$ cat config.mk
export PLATFORM = sky130hd
export DESIGN_NAME = button_capture
export DESIGN_NICKNAME = d
export VERILOG_FILES = /design/src/rtl/button_capture.sv
export SDC_FILE = /design/constraint.sdc
export NUM_CORES = 1
export LEC_CHECK = 0
export ABC_AREA = 0
export CAP_MARGIN = 20
export CORE_MARGIN = 2
export CORE_UTILIZATION = 40
export DETAILED_ROUTE_END_ITERATION = 12
export PLACE_DENSITY = 0.62
export SYNTH_ARGS = -nofsm -noshare
export SYNTH_HDL_FRONTEND = slang
export SYNTH_SLANG_ARGS = --single-unit
$ cat constraint.sdc
create_clock -name clk -period 3.9 [get_ports clk]
set_clock_uncertainty 0.05 [all_clocks]
set_input_delay 0.585 -clock clk [delete_from_list [all_inputs] [get_ports clk]]
set_output_delay 0.585 -clock clk [all_outputs]
set_load 0.02 [all_outputs]
$ cat src/rtl/button_capture.sv
// Player button capture for one Simon Says round.
// Debounces the four one-hot colour buttons, rejects multi-button presses and
// packs each accepted press as a 2-bit colour into a 32-bit sequence word.
// Optional inactivity timeout is built only when BTN_TIMEOUT_EN is defined.
module button_capture #(
  parameter int unsigned DEBOUNCE_CYCLES = 16,
  parameter int unsigned TIMEOUT_CYCLES  = 65535
) (
  input  logic        clk,
  input  logic        reset,
  input  logic        en_i,
  input  logic [3:0]  buttons_i,
  input  logic [3:0]  seq_len_i,
  output logic        colour_valid_o,
  output logic [1:0]  colour_val_o,
  output logic [31:0] seq_out_o,
  output logic [4:0]  press_count_o,
  output logic        complete_o,
  output logic        multi_err_o,
  output logic        timeout_o
);

  localparam int unsigned DbW = $clog2(DEBOUNCE_CYCLES + 1);
  // The sample that makes the run reach DEBOUNCE_CYCLES is seen while the counter is one short.
  localparam logic [DbW-1:0] DbLast = DbW'(DEBOUNCE_CYCLES - 1);
  localparam logic [DbW-1:0] DbOne  = DbW'(1);

  typedef enum logic [2:0] {
    StIdle,
    StWaitRelease,
    StWaitPress,
    StPressDb,
    StHeld,
    StReleaseDb,
    StDone
  } state_e;

  state_e          state_q, state_d;
  logic [DbW-1:0]  db_cnt_q, db_cnt_d;
  logic [3:0]      snap_q, snap_d;
  logic            colour_valid_q, colour_valid_d;
  logic [1:0]      colour_val_q, colour_val_d;
  logic [31:0]     seq_q, seq_d;
  logic [4:0]      press_count_q, press_count_d;
  logic            complete_q, complete_d;
  logic            multi_err_q, multi_err_d;
`ifdef BTN_TIMEOUT_EN
  localparam logic [15:0] ToLast = 16'(TIMEOUT_CYCLES - 1);
  logic [15:0]     to_cnt_q, to_cnt_d;
  logic            timeout_q, timeout_d;
`endif

  function automatic logic [1:0] encode(input logic [3:0] b);
    case (b)
      4'b0010: encode = 2'd1;
      4'b0100: encode = 2'd2;
      4'b1000: encode = 2'd3;
      default: encode = 2'd0;
    endcase
  endfunction

  logic       snap_onehot;
  logic [1:0] snap_colour;
  logic [4:0] count_inc;
  logic [4:0] count_target;

  assign snap_onehot  = (snap_q != 4'd0) && ((snap_q & (snap_q - 4'd1)) == 4'd0);
  assign snap_colour  = encode(snap_q);
  assign count_inc    = press_count_q + 5'd1;
  assign count_target = {1'b0, seq_len_i} + 5'd1;

  // Next-state and output decode; everything holds and pulses drop while en_i is low.
  always_comb begin
    state_d        = state_q;
    db_cnt_d       = db_cnt_q;
    snap_d         = snap_q;
    colour_valid_d = 1'b0;
    colour_val_d   = colour_val_q;
    seq_d          = seq_q;
    press_count_d  = press_count_q;
    complete_d     = complete_q;
    multi_err_d    = 1'b0;
`ifdef BTN_TIMEOUT_EN
    to_cnt_d       = to_cnt_q;
    timeout_d      = timeout_q;
`endif
    if (en_i) begin
      unique case (state_q)
        StIdle: begin
          seq_d         = 32'd0;
          press_count_d = 5'd0;
          db_cnt_d      = '0;
          state_d       = StWaitRelease;
        end
        // Blocks a button still held over from the display phase.
        StWaitRelease: begin
          if (buttons_i != 4'd0) begin
            db_cnt_d = '0;
          end else if (db_cnt_q == DbLast) begin
            db_cnt_d = '0;
            state_d  = StWaitPress;
          end else begin
            db_cnt_d = db_cnt_q + DbOne;
          end
        end
        StWaitPress: begin
          if (buttons_i != 4'd0) begin
            snap_d   = buttons_i;
            db_cnt_d = DbOne;
            state_d  = StPressDb;
`ifdef BTN_TIMEOUT_EN
            to_cnt_d = 16'd0;
          end else if (to_cnt_q == ToLast) begin
            to_cnt_d   = 16'd0;
            timeout_d  = 1'b1;
            complete_d = 1'b1;
            state_d    = StDone;
          end else begin
            to_cnt_d = to_cnt_q + 16'd1;
`endif
          end
        end
        StPressDb: begin
          if (buttons_i == 4'd0) begin
            db_cnt_d = '0;
            state_d  = StWaitPress;
          end else if (buttons_i != snap_q) begin
            snap_d   = buttons_i;
            db_cnt_d = DbOne;
          end else if (db_cnt_q == DbLast) begin
            db_cnt_d = '0;
            if (snap_onehot) begin
              state_d = StHeld;
            end else begin
              multi_err_d = 1'b1;
              state_d     = StWaitRelease;
            end
          end else begin
            db_cnt_d = db_cnt_q + DbOne;
          end
        end
        // Extra buttons while held are ignored; only a full release matters.
        StHeld: begin
          if (buttons_i == 4'd0) begin
            db_cnt_d = DbOne;
            state_d  = StReleaseDb;
          end
        end
        StReleaseDb: begin
          if (buttons_i != 4'd0) begin
            db_cnt_d = '0;
            state_d  = StHeld;
          end else if (db_cnt_q == DbLast) begin
            db_cnt_d       = '0;
            colour_valid_d = 1'b1;
            colour_val_d   = snap_colour;
            if (press_count_q < 5'd16) begin
              seq_d[{press_count_q[3:0], 1'b0} +: 2] = snap_colour;
              press_count_d = count_inc;
            end
            if (count_inc >= count_target) begin
              complete_d = 1'b1;
              state_d    = StDone;
            end else begin
              state_d = StWaitPress;
            end
          end else begin
            db_cnt_d = db_cnt_q + DbOne;
          end
        end
        StDone: begin
          state_d = StDone;
        end
        default: begin
          state_d = StIdle;
        end
      endcase
    end
  end

  // State and registered outputs; synchronous reset wins over everything.
  always_ff @(posedge clk) begin
    if (reset) begin
      state_q        <= StIdle;
      db_cnt_q       <= '0;
      snap_q         <= 4'd0;
      colour_valid_q <= 1'b0;
      colour_val_q   <= 2'd0;
      seq_q          <= 32'd0;
      press_count_q  <= 5'd0;
      complete_q     <= 1'b0;
      multi_err_q    <= 1'b0;
`ifdef BTN_TIMEOUT_EN
      to_cnt_q       <= 16'd0;
      timeout_q      <= 1'b0;
`endif
    end else begin
      state_q        <= state_d;
      db_cnt_q       <= db_cnt_d;
      snap_q         <= snap_d;
      colour_valid_q <= colour_valid_d;
      colour_val_q   <= colour_val_d;
      seq_q          <= seq_d;
      press_count_q  <= press_count_d;
      complete_q     <= complete_d;
      multi_err_q    <= multi_err_d;
`ifdef BTN_TIMEOUT_EN
      to_cnt_q       <= to_cnt_d;
      timeout_q      <= timeout_d;
`endif
    end
  end

  assign colour_valid_o = colour_valid_q;
  assign colour_val_o   = colour_val_q;
  assign seq_out_o      = seq_q;
  assign press_count_o  = press_count_q;
  assign complete_o     = complete_q;
  assign multi_err_o    = multi_err_q;
`ifdef BTN_TIMEOUT_EN
  assign timeout_o      = timeout_q;
`else
  assign timeout_o      = 1'b0;
`endif

endmodule

Yosys cells after proc, flatten, opt, wreduce, memory -nomap -nowiden
Cells that the tools add are included.

word-level totals
  bits in registers = 54
  bits of input ports = 11
  output and inout port bits = 43
  word-level logic and storage cells = 100

cells by class
  $add $sub $neg = 5
  order comparisons = 2
  equal/unequal tests = 23
  shift operators = 2
  multiplexer cells = 35
  bitwise operators = 6
  reduce and logical (&&, ||, !) cells = 18

operator list
  cell                                                  number
  2-to-1 mux 32 bit                                     3
  one-hot mux 32 bit (2 select lines)                   1
  2-to-1 mux 5 bit                                      9
  2-to-1 mux 3 bit                                      11
  bitwise mux 32 bit                                    1
  variable shift 2 x 7 -> 32 bit, first input constant  1
  variable part select 2 x 7 -> 32 bit                  1
  one-hot mux 5 bit (5 select lines)                    1
  one-hot mux 3 bit (7 select lines)                    1
  != test 2 bit, second input constant                  9
  AND reduction 5 bit                                   3
  2-to-1 mux 4 bit                                      3
  adder 5 x 1 -> 5 bit, second input constant           2
  one-hot mux 5 bit (2 select lines)                    1
  == test 3 bit, second input constant                  3
  != test 3 bit, second input constant                  3
  logical NOT 4 bit                                     2
  one-hot mux 4 bit (2 select lines)                    1
  AND reduction 4 bit                                   2
  AND reduction 8 bit                                   1
  nonzero test 4 bit                                    2
  negator 5 -> 7 bit                                    1
  == test 3 x 2 -> 1 bit, second input constant         2
  one-hot mux 2 bit (3 select lines)                    1
  other kinds (20)                                      26

Longest topological paths before layout
Gate-level depths: netlist (run 1).

  depth in word-level cells = 9
  depth in mapped cells = 9
  gate-level depth less buffers = 9

Worst setup path before layout (run 1)
OpenSTA, ideal clock, no wires.

  kind = flip-flop to flip-flop
  from = register press_count_q[0], in the netlist press_count_o[0]
  to = register seq_q[24], in the netlist seq_out_o[24]
  library setup time = 0.117 ns
  data arrival time = 2.491 ns
  required time = 3.733 ns
  slack = 1.242 ns
  stages on the path, launching flop included = 10
  buffers on the path = 2
  period minus slack after synthesis = 2.658 ns
  cell sequence = dfxtp_1 clkbuf_1 inv_1 ha_1 clkbuf_1 or3b_2 a21oi_1 nor3b_1 o21ai_0 a32o_1

between the ends
  longest elaborated chain between the ends = 7
  elaborated cells between the ends (all ways) = 11
  classes of those cells = 1 x add/sub; 1 x order compare; 1 x eq/ne; 2 x shift; 5 x mux; 1 x reduce/logical

ends and longest elaborated chain
  item                                                                                    RTL line  source
  from (decl)                                                                             44        logic [4:0] press_count_q, press_count_d;
  from (signal assigned)                                                                  204       press_count_q <= press_count_d;
  negator 5 -> 7 bit                                                                      158       seq_d[{press_count_q[3:0], 1'b0} +: 2] = snap_colour;
  variable part select 2 x 7 -> 32 bit or variable shift 2 x 7 -> 32 bit (tied branches)  158
  bitwise mux 32 bit                                                                      158
  2-to-1 mux 32 bit                                                                       157       if (press_count_q < 5'd16) begin
  2-to-1 mux 32 bit                                                                       153       end else if (db_cnt_q == DbLast) begin
  2-to-1 mux 32 bit                                                                       150       if (buttons_i != 4'd0) begin
  one-hot mux 32 bit (2 select lines)                                                     88        unique case (state_q)
  to (signal assigned)                                                                    203       seq_q <= seq_d;
  to (decl)                                                                               43        logic [31:0] seq_q, seq_d;

Several ways; a longest one is shown, not always the timed one. The select of a mux whose other input is x is not followed.
A chain may end at the register's enable or synchronous reset.

Final worst setup path (run 1)
  from = input port buttons_i[3]
  to = register seq_q[11], in the netlist seq_out_o[11]

between the ends
  longest elaborated chain between the ends = 3

ends and longest elaborated chain
  item                                  RTL line  source
  from (decl)                           12        input logic [3:0] buttons_i,
  nonzero test 4 bit                    150
  != test 2 bit (no source line)        n/a
  AND reduction 5 bit (no source line)  n/a

Every way passes these cells.

==> results of run 1 <==
[per-stage QoR]
| step | std cells | util | setup slack [ns] |
|---|---|---|---|
| final | 478 | 0.511 | 1.12 |
| after global routing | 478 | 0.511 | 0.891 |
| after CTS | 478 | 0.511 | 1.12 |
| after detailed placement | 470 | 0.497 | 0.774 |
| after global placement | 470 | 0.497 | 0.793 |
| after floorplan | 344 | - | 1.24 |
[final cells by class]
class | count | area [sq um] | area share
Sequential cell | 54 | 1080 | 0.308
Timing Repair Buffer | 54 | 536 | 0.152
Clock buffer | 6 | 82.6 | 0.0235
Clock inverter | 2 | 16.3 | 0.00463
Multi-Input combinational cell | 257 | 1640 | 0.468
Inverter | 9 | 33.8 | 0.00962
Tap cell | 96 | 120 | 0.0342
[power by group through the flow]
stage	combinational (mW)	sequential (mW)	clock [mW]
detailed placement	0.217	0.602	0
global placement	0.216	0.602	0
finish	0.218	0.589	0.341
floorplan	0.181	0.582	0
global route	0.245	0.593	0.372
CTS	0.218	0.589	0.352
[metal layers]
layer	wire, um	vias to the layer above	GRT usage
met5	0	-	0
met1	3140	1204	0.234
met2	3270	66	0.308
met3	290	10	0.0336
li1	-	1324	-
met4	104	0	0.0702
[cell families after synthesis]
kind of cell | count (synthesis) | share of synthesized area
simple gates | 139 | 0.259
compound gates | 85 | 0.201
flops | 54 | 0.378
buf+inv | 33 | 0.0464
xor+xnor | 14 | 0.0429
fa+ha+maj | 9 | 0.0394
mux | 9 | 0.0320
other cells | 1 | 0.00131
[placed cells by master (no fill, tap or decap), drive strengths merged, types with 2 or more instances in the layout]
cell,synthesis,layout
dfxtp,54,54
clkdlybuf4s50,0,52
nand2,42,42
a21oi,27,27
nor2,21,21
nand3,18,18
o22ai,14,14
xnor2,11,11
o21ai,11,11
inv,9,10
ha,9,9
nor3,8,8
mux2i,8,8
a22o,8,8
a32o,7,7
nand4,6,6
nand2b,6,6
clkbuf,19,6
nor2b,5,5
or4,4,4
and2,4,4
nor4,4,4
xor2,3,3
or3b,3,3
or3,3,3
a31oi,3,3
nor3b,3,3
and3,3,3
nand3b,2,2
o32ai,2,2
o211a,2,2
nor4b,2,2
a211oi,2,2
buf,5,2
[state kept, by name (all words and copies together), names as in the netlist]
register	flops
state_q	3
colour_val_o	2
multi_err_o	1
seq_out_o	32
db_cnt_q	5
complete_o	1
colour_valid_o	1
press_count_o	5
snap_q	4
[worst min-delay path by stage]
stage	from	to	slack, ns	depth (start not counted)
after global routing	seq_out_o[10]	seq_out_o[10]	0.43	2
after floorplan	db_cnt_q[1]	db_cnt_q[1]	0.40	2
after global placement	seq_out_o[30]	seq_out_o[30]	0.40	2
after detailed placement	seq_out_o[30]	seq_out_o[30]	0.40	2
after CTS	seq_out_o[10]	seq_out_o[10]	0.42	2
final	colour_val_o[1]	colour_val_o[1]	0.41	2
[critical path: stages]
cell,delay (ns)
clkdlybuf4s50_1,0.50
nor4_4,0.62
nand3_1,0.25
nor4_1,0.43
nand2_1,0.34
o22ai_1,0.25
==> run_results.csv, run 1 <==
group,metric,value,unit
clock_tree,hold_buffers,0,
detailed_routing,vias,2604,
die,io-pin-count,54,
yosys,synth_cell_types,58,
sta,period_needed,2.78,ns
yosys,syn_area_per_cell,8.30,sq um
power_and_ir_drop,pwr-share-seq,0.513,
clock_tree,root_buffer,"clkbuf_8",
detailed_routing,drtAntennaViolNets,0,
die,coreArea,0.00687,sq mm
setup_path,timing.rr.start,"press_count_o[0]",
layout,diodes,0,
power_and_ir_drop,pwr-share-comb,0.190,
global_route,antenna_found_initial,0,
yosys,synthTopCellsByCount,"dfxtp_1 (54), nand2_1 (42), a21oi_1 (27)",
yosys,async_flop_share,0,
yosys,synthFlopType,"dfxtp_1",
yosys,yosys_warnings,0,
layout,nFillCells,704,
layout,stdcell_area,0.00351,sq mm
setup_path,end_kind,"flip-flop",
placed_design,place.gp.congestion,0.811,
sta,fmax,360,MHz
setup_path,endpoint,"seq_out_o[11]",
setup_path,r2r-end,"seq_out_o[25]",
clock_tree,htree_levels,2,
global_route,grt_pass1_vias,2410,
yosys,netlist_instances,344,
clock_tree,cts.sinks,54,
sta,setup_viol,0,
power_and_ir_drop,power_density,327,mW/mm^2
yosys,synth-seq-cells,54,
sta,hold_violations,0,
detailed_routing,wl_per_cell,14.2,um
clock_tree,cts.clk_slew.worst_paths,0.10,ns
setup_path,crit_required,4.09,ns
yosys,synth_nets,364,
clock_tree,cts.path.max_buffers,2,
yosys,synth_top_area_share,0.378,
yosys,synth_edf_count,0,
setup_path,r2r_cells,7,
setup_path,cp-start-kind,"input pin",
setup_path,critPathKind,"in -> reg",
power_and_ir_drop,total_power,1.15,mW
sta,relSlewSlack,0.473,
die,die-area,0.00783,sq mm
yosys,yosys-top-cells-area,"dfxtp_1 (38%), nand2_1 (5.5%), a21oi_1 (4.7%), ha_1 (3.9%), xnor2_1 (3.4%)",
sta,maxSlewViolCount,0,
placed_design,place.detailed.hpwl,5000,um
global_route,grt_usage,0.183,
clock_tree,clock_latency,0.32,ns
power_and_ir_drop,p_sw,0.362,mW
detailed_routing,drt_iter0_markers,120,
global_route,overflow,0,
yosys,yosysMostFrequentCell,"dfxtp_1",
power_and_ir_drop,p_leak,1.17,nW
die,fp-row-count,30,
setup_path,r2r_slack,1.12,ns
detailed_routing,totalWireLength,6810,um
die,die_y,88.5,um
layout,synthToLayoutAreaGrowth,23.0,%
clock_tree,cts_setup_buffers,0,
yosys,synth_area,0.00286,sq mm
layout,final_net_count,401,
sta,rsz0062_at_grt,"no",
flow_run,maxCapViolations,0,
yosys,ys_seq_area_frac,0.378,
power_and_ir_drop,swShare,0.315,
clock_tree,cts-resized-gates,0,
setup_path,critPathArrivalTime,2.97,ns
layout,drive_gt1_frac,0.0602,
global_route,grt_pass1_wl,11300,um
placed_design,place_area,0.00341,sq mm
sta,tightest_slew,0.790,ns
power_and_ir_drop,cellInternalPower,0.786,mW
power_and_ir_drop,pwr-share-clk,0.297,
sta,holdWs,0.411,ns
status,status,"completed",
sta,finalSetupTns,0,ns
sta,finalCritPeriodShare,0.713,
placed_design,io_buffers,52,
detailed_routing,viasPerCell,5.45,
setup_path,startpoint,"buttons_i[3]",
worst_hold_path,hold_class,"reg -> reg",
global_route,grt_max_degree,19,
clock_tree,tritoncts,"yes",
yosys,yosysTopAreaCell,"dfxtp_1",
die,initial_utilization,0.416,
clock_tree,numCtsBuffers,5,
detailed_routing,route.detailed.drc,0,
die,fp.dieW,88.5,um
setup_path,critical_path_peak_fanout,9,
power_and_ir_drop,peakVddDrop,0.152,mV
detailed_routing,drtPass1Iterations,4,
(Power assumes the default switching activity.)
==> run 2, diff against run 1 <==
- PLACE_DENSITY: 0.62 -> 0.64
- clock period: 3.9 -> 2.4 ns (I/O delays scaled with it)
==> run 2 against run 1 <==
Sequential share of layout area shrank 2.5 points; setup slack got worse by 0.93 ns; register-to-register slack lost 0.93 ns; global-route usage grew 0.74 points; core utilization up 4.6 points; routed wire length rose by 5.1%; clock power rose by 120%; critical path depth up 2; largest power group unchanged; first-iteration DRC count rose by 18%; worst hold slack got worse by 0.0023 ns; count of clock-buffer cells in the layout stayed put.
==> run_results.csv, run 2 (same netlist as run 1, synthesis figures left out) <==
group,metric,value,unit
status,status,"completed",
detailed_routing,vias,2757,
layout,final_cell_mix,"dfxtp_1 (53), clkdlybuf4s50_1 (52), nand2_1 (42)",
detailed_routing,drtAntennaViolNets,0,
die,initial_utilization,0.416,
setup_path,cp-start-kind,"flip-flop",
layout,regArea,0.00108,sq mm
die,die_y,88.5,um
die,coreArea,0.00687,sq mm
setup_path,critPathKind,"reg -> reg",
layout,nFillCells,662,
layout,largest_register_ffs,32,
flow_run,maxCapViolations,0,
setup_path,slowest_delay,0.48,ns
power_and_ir_drop,peakVddDrop,0.250,mV
global_route,grt_pass1_vias,2523,
clock_tree,clock_latency,0.31,ns
detailed_routing,totalWireLength,7160,um
setup_path,slowest_stage,"or3b_2",
detailed_routing,drtPass1Iterations,4,
detailed_routing,drt_iter0_markers,142,
layout,stdcell_area,0.00382,sq mm
clock_tree,cts.path.max_buffers,2,
sta,rsz0062_at_grt,"no",
sta,setup_viol,0,
clock_tree,numCtsBuffers,5,
detailed_routing,viasPerCell,5.37,
layout,final_core_util,0.557,
setup_path,crit_required,2.56,ns
placed_design,place.gp.congestion,0.791,
clock_tree,cts-resized-gates,0,
global_route,grt_max_degree,18,
clock_tree,htree_levels,2,
detailed_routing,route.detailed.drc,0,
layout,synthToLayoutAreaGrowth,33.9,%
sta,maxSlewViolCount,0,
setup_path,cpLargestDelayFamily,"simple AND/OR/NAND/NOR gates",
sta,period_needed,2.21,ns
sta,hold_violations,0,
placed_design,io_buffers,52,
layout,multi_input_area,0.00165,sq mm
placed_design,place_ws,-0.133,ns
global_route,overflow,0,
clock_tree,cts_setup_buffers,0,
sta,relSlewSlack,0.504,
die,fp.dieW,88.5,um
setup_path,end_kind,"flip-flop",
worst_hold_path,hold_class,"reg -> reg",
die,fp-row-count,30,
clock_tree,root_buffer,"clkbuf_8",
die,die-area,0.00783,sq mm
setup_path,timing.critical_path.buf_inv,2,
sta,tightest_slew,0.744,ns
global_route,grt_pass1_wl,11800,um
sta,fmax,452,MHz
global_route,grt_usage,0.191,
setup_path,critical_path_peak_fanout,5,
clock_tree,tritoncts,"yes",
placed_design,place_area,0.00368,sq mm
clock_tree,hold_buffers,0,
sta,holdWs,0.409,ns
global_route,antenna_found_initial,0,
detailed_routing,wl_per_cell,13.9,um
setup_path,crit_chain,"buf_4, inv_1, ha_1, or3b_2, mux2_2, nor2_1, nand2_1, a32o_1",
placed_design,place.detailed.hpwl,5480,um
die,io-pin-count,54,
power_and_ir_drop,power_density,556,mW/mm^2
power_and_ir_drop,p_leak,1.38,nW
layout,final_net_count,436,
layout,diodes,0,
sta,finalCritPeriodShare,0.921,
layout,drive_gt1_frac,0.144,
setup_path,critPathArrivalTime,2.37,ns
clock_tree,cts.clk_slew.worst_paths,0.10,ns
clock_tree,cts.sinks,54,
sta,timing.final.ws_setup,0.190,ns
layout,final_common_cell,"dfxtp_1",
-- run 2: cell types whose count changed in the layout (fill, tap and decap cells not counted), sizes merged --
cell / previous run / this run
inv: 10 / 9
bufinv: 0 / 2
clkinvlp: 1 / 0
buf: 2 / 37
-- run 2: path summary, 6_finish.rpt --
check / start / endpoint / slack [ns] / cells past startpoint
setup / recovery: press_count_o[1] / seq_out_o[12] / 0.19 / 8
hold / removal: seq_out_o[14] / seq_out_o[14] / 0.41 / 2
setup reg to reg: press_count_o[1] / seq_out_o[12] / 0.19 / 8
hold reg to reg: seq_out_o[14] / seq_out_o[14] / 0.41 / 2
-- run 2: where the power goes --
group / internal [mW] / switching (mW)
combinational: 0.181 / 0.272
clock: 0.445 / 0.303
sequential: 0.911 / 0.0163
-- run 2: worst reg2reg max path, delay by kind of cell (launching register included) --
family / cells / cell delay (ns)
flip-flops: 1 / 0.34
multiplexers: 1 / 0.29
AO/OA/AOI/OAI: 1 / 0.25
buffers and inverters: 2 / 0.20
adder cells (fa/ha/maj): 1 / 0.20
AND/OR/NAND/NOR: 3 / 0.79
-- run 2: area by class of cell --
| class | count | share of cell area |
|---|---|---|
| clock buffers | 6 | 0.0216 |
| repair buffers | 89 | 0.209 |
| flip-flops and latches | 54 | 0.283 |
| multi-input cells | 257 | 0.431 |
| well taps | 96 | 0.0314 |
| inverters | 9 | 0.00883 |
| clock inverters | 2 | 0.0157 |
-- run 2: through the flow --
step           total power, mW  TNS [ns]  cells
2_1_floorplan             1.24         0    344
3_3_place_gp              1.40     -1.88    505
3_5_place_dp              1.40     -1.98    505
4_1_cts                   2.15         0    513
5_1_grt                   2.23         0    513
6_report                  2.13         0    513
-- run 2: layer usage --
layer  routed length (um)  track usage
met5                    0            0
met4                   59       0.0510
met3                  196       0.0326
met2                 3520        0.331
met1                 3380        0.246
